File: config.mk
export PLATFORM = sky130hd
export DESIGN_NAME = eff
export DESIGN_NICKNAME = d
export VERILOG_FILES = /design/src/rtl/eff.sv
export SDC_FILE = /design/constraint.sdc
export NUM_CORES = 1
export LEC_CHECK = 0
export CAP_MARGIN = 10
export CORE_MARGIN = 2
export CORE_UTILIZATION = 54
export DETAILED_ROUTE_END_ITERATION = 6
export PLACE_DENSITY_LB_ADDON = 0.25
export SLEW_MARGIN = 30
export SYNTH_ARGS = -nofsm -noshare
export SYNTH_HDL_FRONTEND = slang
export SYNTH_SLANG_ARGS = --single-unit
File: constraint.sdc
create_clock -name clk -period 3.2 [get_ports clk]
set_clock_uncertainty 0.05 [all_clocks]
set_input_delay 0.64 -clock clk [delete_from_list [all_inputs] [get_ports clk]]
set_output_delay 0.64 -clock clk [all_outputs]
set_load 0.1 [all_outputs]
File: src/rtl/eff.sv
// rtl/eff.sv - registered DES round function f(R, K)
module eff (
  input  logic        clk,
  input  logic        rst_n,
  input  logic [31:0] f_reg_in,
  input  logic [47:0] key,
  output logic [31:0] f_reg_out
);

  // S-box contents, 64 hex digits each: row 0 columns 0..15 first, row 3 column 15 last.
  localparam logic [255:0] S1_TBL = 256'hE4D12FB83A6C5907_0F74E2D1A6CB9538_41E8D62BFC973A50_FC8249175B3EA06D;
  localparam logic [255:0] S2_TBL = 256'hF18E6B34972DC05A_3D47F28EC01A69B5_0E7BA4D158C6932F_D8A13F42B67C05E9;
  localparam logic [255:0] S3_TBL = 256'hA09E63F51DC7B428_D709346A285ECBF1_D6498F30B12C5AE7_1AD069874FE3B52C;
  localparam logic [255:0] S4_TBL = 256'h7DE3069A1285BC4F_D8B56F03472C1AE9_A690CB7DF13E5284_3F06A1D8945BC72E;
  localparam logic [255:0] S5_TBL = 256'h2C417AB6853FD0E9_EB2C47D150FA3986_421BAD78F9C5630E_B8C71E2D6F09A453;
  localparam logic [255:0] S6_TBL = 256'hC1AF92680D34E75B_AF427C9561DE0B38_9EF528C3704A1DB6_432C95FABE17608D;
  localparam logic [255:0] S7_TBL = 256'h4B2EF08D3C975A61_D0B7491AE35C2F86_14BDC37EAF680592_6BD814A7950FE23C;
  localparam logic [255:0] S8_TBL = 256'hD2846FB1A93E50C7_1FD8A374C56B0E92_7B419CE206ADF358_21E74A8DFC90356B;

  // Row is the outer bit pair {b1,b6}, column the inner four bits b2..b5.
  function automatic logic [3:0] sbox(input logic [255:0] tbl, input logic [5:0] grp);
    logic [5:0] idx;
    logic [7:0] pos;
    idx = {grp[5], grp[0], grp[4:1]};
    pos = {~idx, 2'b00};
    return tbl[pos +: 4];
  endfunction

  // DES bit n sits at index 32-n, so the E table is a fixed concatenation.
  function automatic logic [47:0] expand(input logic [31:0] r);
    return {r[0], r[31:27], r[28:23], r[24:19], r[20:15],
            r[16:11], r[12:7], r[8:3], r[4:0], r[31]};
  endfunction

  // P table rewritten as source indices (32 - P[i]).
  function automatic logic [31:0] permute(input logic [31:0] s);
    return {s[16], s[25], s[12], s[11], s[3],  s[20], s[4],  s[15],
            s[31], s[17], s[9],  s[6],  s[27], s[14], s[1],  s[22],
            s[30], s[24], s[8],  s[18], s[0],  s[5],  s[29], s[23],
            s[13], s[19], s[2],  s[26], s[10], s[21], s[28], s[7]};
  endfunction

  logic [47:0] mixed;
  logic [31:0] subst;
  logic [31:0] f_next;

  // Expansion, key mixing, substitution and permutation all settle within one cycle.
  always_comb begin
    mixed  = expand(f_reg_in) ^ key;
    subst  = {sbox(S1_TBL, mixed[47:42]), sbox(S2_TBL, mixed[41:36]),
              sbox(S3_TBL, mixed[35:30]), sbox(S4_TBL, mixed[29:24]),
              sbox(S5_TBL, mixed[23:18]), sbox(S6_TBL, mixed[17:12]),
              sbox(S7_TBL, mixed[11:6]),  sbox(S8_TBL, mixed[5:0])};
    f_next = permute(subst);
  end

  // Single output register; reset clears it and discards that edge's result.
  always_ff @(posedge clk) begin
    if (!rst_n) begin
      f_reg_out <= 32'h0000_0000;
    end else begin
      f_reg_out <= f_next;
    end
  end

endmodule

==> results.txt <==
----------------------------------------------------
[Job]
  MaxCap Viol Count ... 0

[Synth]
  Number of distinct library cells after synthesis ... 66
  Most used flip-flop cell after synthesis ... dfxtp_1
  Cell types occupying the most area after synthesis ... ha_1, dfxtp_1, mux4_2
  Cells after Synth ... 742
  Yosys top cell area share ... between 10% and 20%
  Number of enable-type register cells in the synthesized netlist ... 0
  Netlist Area Pre-Place ... 5899 um^2
  #FFs+latches synth ... 32
  Sequential cell area fraction in the yosys report ... 10.86%
  Total of warnings raised by yosys ... 0
  Async set-reset flop share out of synthesis ... 0%
  Post-Synthesis Net Count ... 886
  Synthesized area per cell ... 7.951 um^2
  Cell taking the most area after synthesis ... ha_1

[Route]
  DR vias/cell ... 6.307
  Drt drc ... 0
  Remaining antenna violation count ... 0
  DR pass1 iterations ... 5
  Total number of vias ... 6446
  WL/cell ... 16.62 um
  First DRT Iteration DRCs ... approximately 630
  Drt total wl ... 16990 um

[Place]
  Routability cong. ... 0.9303
  Post-placement cell area ... approximately 7400 um^2
  Count of input and output buffers ... 113
  Hpwl dp ... 13020 um
  Number of placed instances with taps included ... 1014

[Final layout]
  Share of the core filled with cells in the final layout ... 70.40%
  Filler Cells Inserted ... 855
  Area of all placed cells without fillers ... 7565 um^2
  Area Overhead vs Synth ... 28.23%
  Register name with the most flops ... f_reg_out
  Max FFs per register ... 32
  Share of layout cells above drive strength 1 ... about 18%
  NumNets Final ... 1025
  N_diodes ... 0
  Post-route non-filler standard cell count ... a little over 1000
  Registers with the most flip-flops ... f_reg_out (32)

[Power]
  Portion of total power attributed to combinational logic ... 70.5%
  Leakage power total ... roughly 3.1 nW
  Relative contribution of sequential cells to total power ... 15.2%
  Switching Fraction ... 51.09%
  Internal power component ... 0.001587 W
  VDD IR max ... approximately 0.00030 V
  Post-layout power ... 0.003245 W
  NetSw ... 0.001658 W
  Power per cell area ... 429.0 nW/um^2
  Share of total power in the clock network ... 14.3%

[Run status]
  Result of the run ... finished clean

[Setup path]
  Slowest cell delay on critical path ... 0.54 ns
  Critical-path top delay cell ... xnor2_1
  Kind of start point of the critical path ... input port
  Kind of critical path ... in2reg
  Peak fanout along the critical path ... 12
  Sort of element at the end of the critical path ... flip-flop
  Data required time of the worst path ... between 3 and 4 ns
  Crit path DAT ... 3.04 ns
  Critical Path, Cell by Cell ... clkdlybuf4s50_1 -> xnor2_1 -> inv_2 -> ha_1 -> mux4_2 -> and2_1 -> o311a_1

[Die]
  Ports ... 114
  Starting utilization of the core area ... 54.90%
  # rows ... 38
  Core Box Area ... ~11000 um^2
  DIE WIDTH ... between 100 and 150 um
  Die ar. ... 11780 um^2
  Die Y-Extent ... 108.5 um

[Clocking]
  Hold buffer count at CTS ... 0
  Number of buffers between clock root and the deepest sink ... 2
  Sinks on the clock net ... 32
  CTS buffer count ... 5
  Post-cts repair resize count ... 0
  Level count of the clock H-tree ... 2
  Postcts setup bufs ... 0
  CTS Root Buffer Type ... clkbuf_8
  TritonCTS clock tree ... yes
  Clock-pin slew of the registers on the worst-case setup and hold paths ... ~0.1 ns

[Global route]
  Vias in the first global route ... 6080
  Residual overflow from global routing ... 0
  Global-route wire length before repair ... 27910 um
  Initial antenna violation count ... 0
  Overall routing resource usage ... 28.57%
  Maximum number of pins on one net before global-route repair ... 24

[STA]
  Final number of hold-violating endpoints ... 0
  Total setup violations reported at the end of the flow ... 0
  Number of pins exceeding their max-slew limit in the final report ... 0
  Setup_tns ... 0 ns
  Post-route minimum period ... between 2 and 3 ns
  Worst-case headroom to the max-slew limit ... a little under two fifths
  Unrepaired setup endpoints after global routing ... no
  Max Clk Rate ... 344.6 MHz
  Slew at the pin with the worst max-slew slack ... 0.9393 ns
  Period Utilization, post-route ... 90.69%

[Worst hold path]
  Class of the tightest hold or removal check ... in2reg

----------------------------------------------------
cell families after synthesis:
kind of cell	synth area share [%]
simple gates	16.10
flops	10.86
buf+inv	5.260
fa+ha+maj	13.15
mux	13.89
xor+xnor	15.10
compound gates	25.64
power by group through the flow:
stage	logic, W	clock network (W)	registers, W
3_3_place_gp	0.00220	0	0.000500
6_report	0.00229	0.000464	0.000493
3_5_place_dp	0.00225	0	0.000502
5_1_grt	0.00245	0.000483	0.000497
4_1_cts	0.00226	0.000469	0.000493
2_1_floorplan	0.00112	0	0.00102
cells in the mapped netlist (3+ instances only):
library cell	number
dfxtp_1	32
nor4_1	5
o22ai_1	9
a21oi_1	35
nand3_1	23
mux4_2	24
a31oi_1	9
inv_2	10
o2111ai_1	5
buf_2	9
nand2_1	68
nand3b_1	4
o311ai_0	3
ha_1	62
a22oi_1	3
nand2b_1	3
o21ai_0	22
inv_1	28
mux2i_1	23
xnor2_2	3
o21ai_1	9
or2_2	3
a2111oi_0	4
a211oi_1	23
xor2_2	7
nor2_1	72
o32ai_1	3
a311oi_1	8
o21a_1	7
o41ai_1	3
clkbuf_1	28
a221oi_1	4
o211ai_1	28
xor2_1	33
a211o_1	5
o31ai_1	4
nor3_1	28
o31a_1	3
xnor2_1	47
o311a_1	5
or3_1	3
layout by cell type (no fill, tap or decap), types with 8 or more instances in the layout:
cell type and instances:
nor2_1 72, a211oi_1 23, nand2_1 68, o21ai_1 9, dfxtp_1 32, o22ai_1 9
ha_1 62, nor3_1 28, clkdlybuf4s50_1 81, mux2i_1 23, inv_2 10, o211ai_1 28
xor2_1 33, xnor2_1 41, a21oi_1 35, a31oi_1 9, inv_1 28, xnor2_2 9
nand3_1 23, mux4_2 24, o21ai_0 22, buf_4 90, a311oi_1 8
final timing paths:
| path | cells past startpoint | from | slack, ns | end |
|---|---|---|---|---|
| setup / recovery | 7 | f_reg_in[20] | 0.30 | f_reg_out[8] |
| hold / removal | 4 | key[47] | 1.12 | f_reg_out[15] |
critical path: cells and delay by family:
family | cells | cell delay [ns]
buf+inv | 2 | 0.71
xor+xnor | 1 | 0.54
mux | 1 | 0.44
compound gates | 1 | 0.29
fa+ha+maj | 1 | 0.25
simple gates | 1 | 0.17
layer usage:
layer / global-route usage (%) / wire length [um] / part of all wire (%) / vias up
li1: - / - / - / 3050
met1: 35.57 / 6879 / 40 / 3061
met2: 50.85 / 8690 / 51 / 295
met3: 3.376 / 1053 / 6.2 / 40
met4: 9.615 / 363 / 2.1 / 0
met5: 0 / 0 / 0 / -
final cells by class:
class / instances / area (um^2) / area share [%]
Timing Repair Buffer: 171 / 1486 / 19.65
Multi-Input combinational cell: 633 / 4994 / 66.01
Inverter: 38 / 142.6 / 1.886
Tap cell: 140 / 175.2 / 2.316
Sequential cell: 32 / 640.6 / 8.468
Clock inverter: 1 / 30.03 / 0.3970
Clock buffer: 7 / 96.34 / 1.274
through the flow:
| stage | hold WS, ns | worst slack [ns] |
|---|---|---|
| floorplan | 0.7630 | 0.4219 |
| global placement | 1.085 | 0.07605 |
| detailed placement | 1.087 | 0.03380 |
| CTS | 1.120 | 0.3403 |
| global route | 1.155 | 0.2001 |
| finish | 1.122 | 0.2978 |
Note: power is estimated with default switching activity, not from simulation.
==> variant, RTL diff (same settings) <==
Put one more register stage on the output `f_reg_out`, without a reset. The value now appears one clock later.
--- a/src/rtl/eff.sv
+++ b/src/rtl/eff.sv
@@ -18,2 +18,4 @@
   localparam logic [255:0] S8_TBL = 256'hD2846FB1A93E50C7_1FD8A374C56B0E92_7B419CE206ADF358_21E74A8DFC90356B;
+
+  logic [31:0] f_reg_s0;
 
@@ -59,6 +61,10 @@
     if (!rst_n) begin
-      f_reg_out <= 32'h0000_0000;
+      f_reg_s0 <= 32'h0000_0000;
     end else begin
-      f_reg_out <= f_next;
+      f_reg_s0 <= f_next;
     end
+  end
+
+  always_ff @(posedge clk) begin
+    f_reg_out <= f_reg_s0;
   end
Function: changed (a bounded check fails within 4 cycles, from zero or initial values and one cycle with rst_n low).
==> variant against the original RTL <==
Design area rose by 14%. Wire length is 7.2% higher. Synthesized cell count is 3.6% higher. Final cell count rose by 6.1%. Critical path depth rose by 1. Global-route usage fell by 1.4 points. Non-clock buffer count rose by 18. Setup slack got worse by 0.048 ns. Total power rose by 36%. Sequential cell count grew 32. Sequential share of layout area rose by 6.4 points. Area after synthesis increased by 12%. Largest power group unchanged.
==> variant: results (changes against the original RTL) <==
* Via count of the first global-routing pass: 6358 (was 6080)
* Global router's overall resource usage: 0.2715 (was 0.2857)
- Outcome: completed (unchanged).
* Standby leakage power: 3.576 nW (was 3.114 nW)
- Final Wtd Congestion: 0.9287 (was 0.9303)
- Cell types with the largest area share after synthesis: sky130_fd_sc_hd__dfxtp_1 19%, sky130_fd_sc_hd__ha_1 12%, sky130_fd_sc_hd__mux4_2 8.5%, sky130_fd_sc_hd__xnor2_1 7.0%, sky130_fd_sc_hd__mux2i_1 5.0% (was sky130_fd_sc_hd__ha_1 13%, sky130_fd_sc_hd__dfxtp_1 11%, sky130_fd_sc_hd__mux4_2 9.2%, sky130_fd_sc_hd__xnor2_1 7.0%, sky130_fd_sc_hd__xor2_1 4.9%).
- The multi-input combinational area share is 0.5866 (was 0.6601).
* Largest vdd supply drop: 0.2919 mV (was 0.2961 mV)
- The first-pass GRT wire length came to 29490 um (was 27910 um).
- Seq cells post-synth: 64 (was 32)
- The final core utilization was 0.7178 (was 0.7040).
- The total of plain and repair buffers excluding clock buffers is 189 (was 171).
- The worst min-delay path class is flop to flop (was input port to flop).
- The clock slew at the register clock pins of the worst setup and hold paths is 0.06 ns (was 0.10 ns).
- The switching power is 1.890 mW (was 1.658 mW).
- Multi-input gate count: 628 (was 633)
- Cell types with the highest counts after synthesis: 64 x sky130_fd_sc_hd__dfxtp_1, 64 x sky130_fd_sc_hd__nor2_1, 62 x sky130_fd_sc_hd__ha_1 (was 72 x sky130_fd_sc_hd__nor2_1, 68 x sky130_fd_sc_hd__nand2_1, 62 x sky130_fd_sc_hd__ha_1).
* Largest net degree at the start of global routing: 22 (was 24)
* Storage cell area: 0.001281 mm2 (was 640.6 um2)
- The total number of placement rows was 40 (was 38).
* Fraction of area in clock buffers and inverters: 0.03802 (was 0.01671)
- Net count after synthesis: 913 (was 886)
- Placed inst area: 0.008287 mm2 (was 0.007416 mm2)
- Average detailed-routed wire length per instance: 16.80 um (was 16.62 um)
* Number of iterations in the first detailed-routing pass: 6 (was 5)
- The number of distinct library cell variants in the gate-level netlist after synthesis is 61 (was 66).
- Crit path DAT: 3.08 ns (was 3.04 ns)
- The maximum net fanout on the critical path was 9 (was 12).
- The non-clock buffer share of cell area was 0.1881 (was 0.1965).
* Root buf cell: sky130_fd_sc_hd__clkbuf_16 (was sky130_fd_sc_hd__clkbuf_8)
- The H-tree depth reported by CTS is 3 (was 2).
* Final cell count without fillers: 1084 (was 1022)
- Registers with the highest flip-flop counts: f_reg_out: 32 flops, f_reg_s0: 32 flops (was f_reg_out: 32 flops)
- The number of filler instances in the final layout came to 940 (was 855).
- The number of clock-tree buffers in the layout came to 9 (was 7).
* Layout cell share with drive strength beyond 1: 0.1825 (was 0.1757)
## variant: worst paths after layout
check                             startpoint            end  slack (ns)  depth (start not counted)
worst min register to register   f_reg_s0[9]   f_reg_out[9]        0.27                          0
worst min-delay path             f_reg_s0[9]   f_reg_out[9]        0.27                          0
worst max-delay path            f_reg_in[16]    f_reg_s0[6]        0.25                          8
worst max register to register  f_reg_s0[28]  f_reg_out[28]        2.72                          0
## variant: critical path, stage by stage
cell and delay [ns]:
sky130_fd_sc_hd__clkdlybuf4s50_1 0.59, sky130_fd_sc_hd__xor2_2 0.38, sky130_fd_sc_hd__inv_1 0.19, sky130_fd_sc_hd__ha_1 0.30, sky130_fd_sc_hd__nand3_1 0.09, sky130_fd_sc_hd__o21ai_0 0.09
sky130_fd_sc_hd__a2111oi_0 0.67, sky130_fd_sc_hd__a211oi_1 0.13
## variant: power groups by stage
stage          Combinational, mW  Clock, mW  Sequential [mW]
2_1_floorplan               1.15          0             1.49
3_3_place_gp                2.25          0            0.991
3_5_place_dp                2.30          0            0.997
4_1_cts                     2.32       1.10            0.980
5_1_grt                     2.50       1.13            0.991
6_report                    2.35       1.08            0.977
## variant: cell families after synthesis
family,synth area share
XOR/XNOR,0.1440
AO/OA/AOI/OAI,0.2294
AND/OR/NAND/NOR,0.1264
adder cells (fa/ha/maj),0.1185
buffers and inverters,0.04641
multiplexers,0.1421
flip-flops,0.1932
## variant: routing by layer
layer,track usage,wire (um),vias to the layer above
met1,0.3353,7366,3129
met4,0.1020,379,0
met5,0,0,-
met3,0.04586,1270,38
li1,-,-,3197
met2,0.4761,9199,322
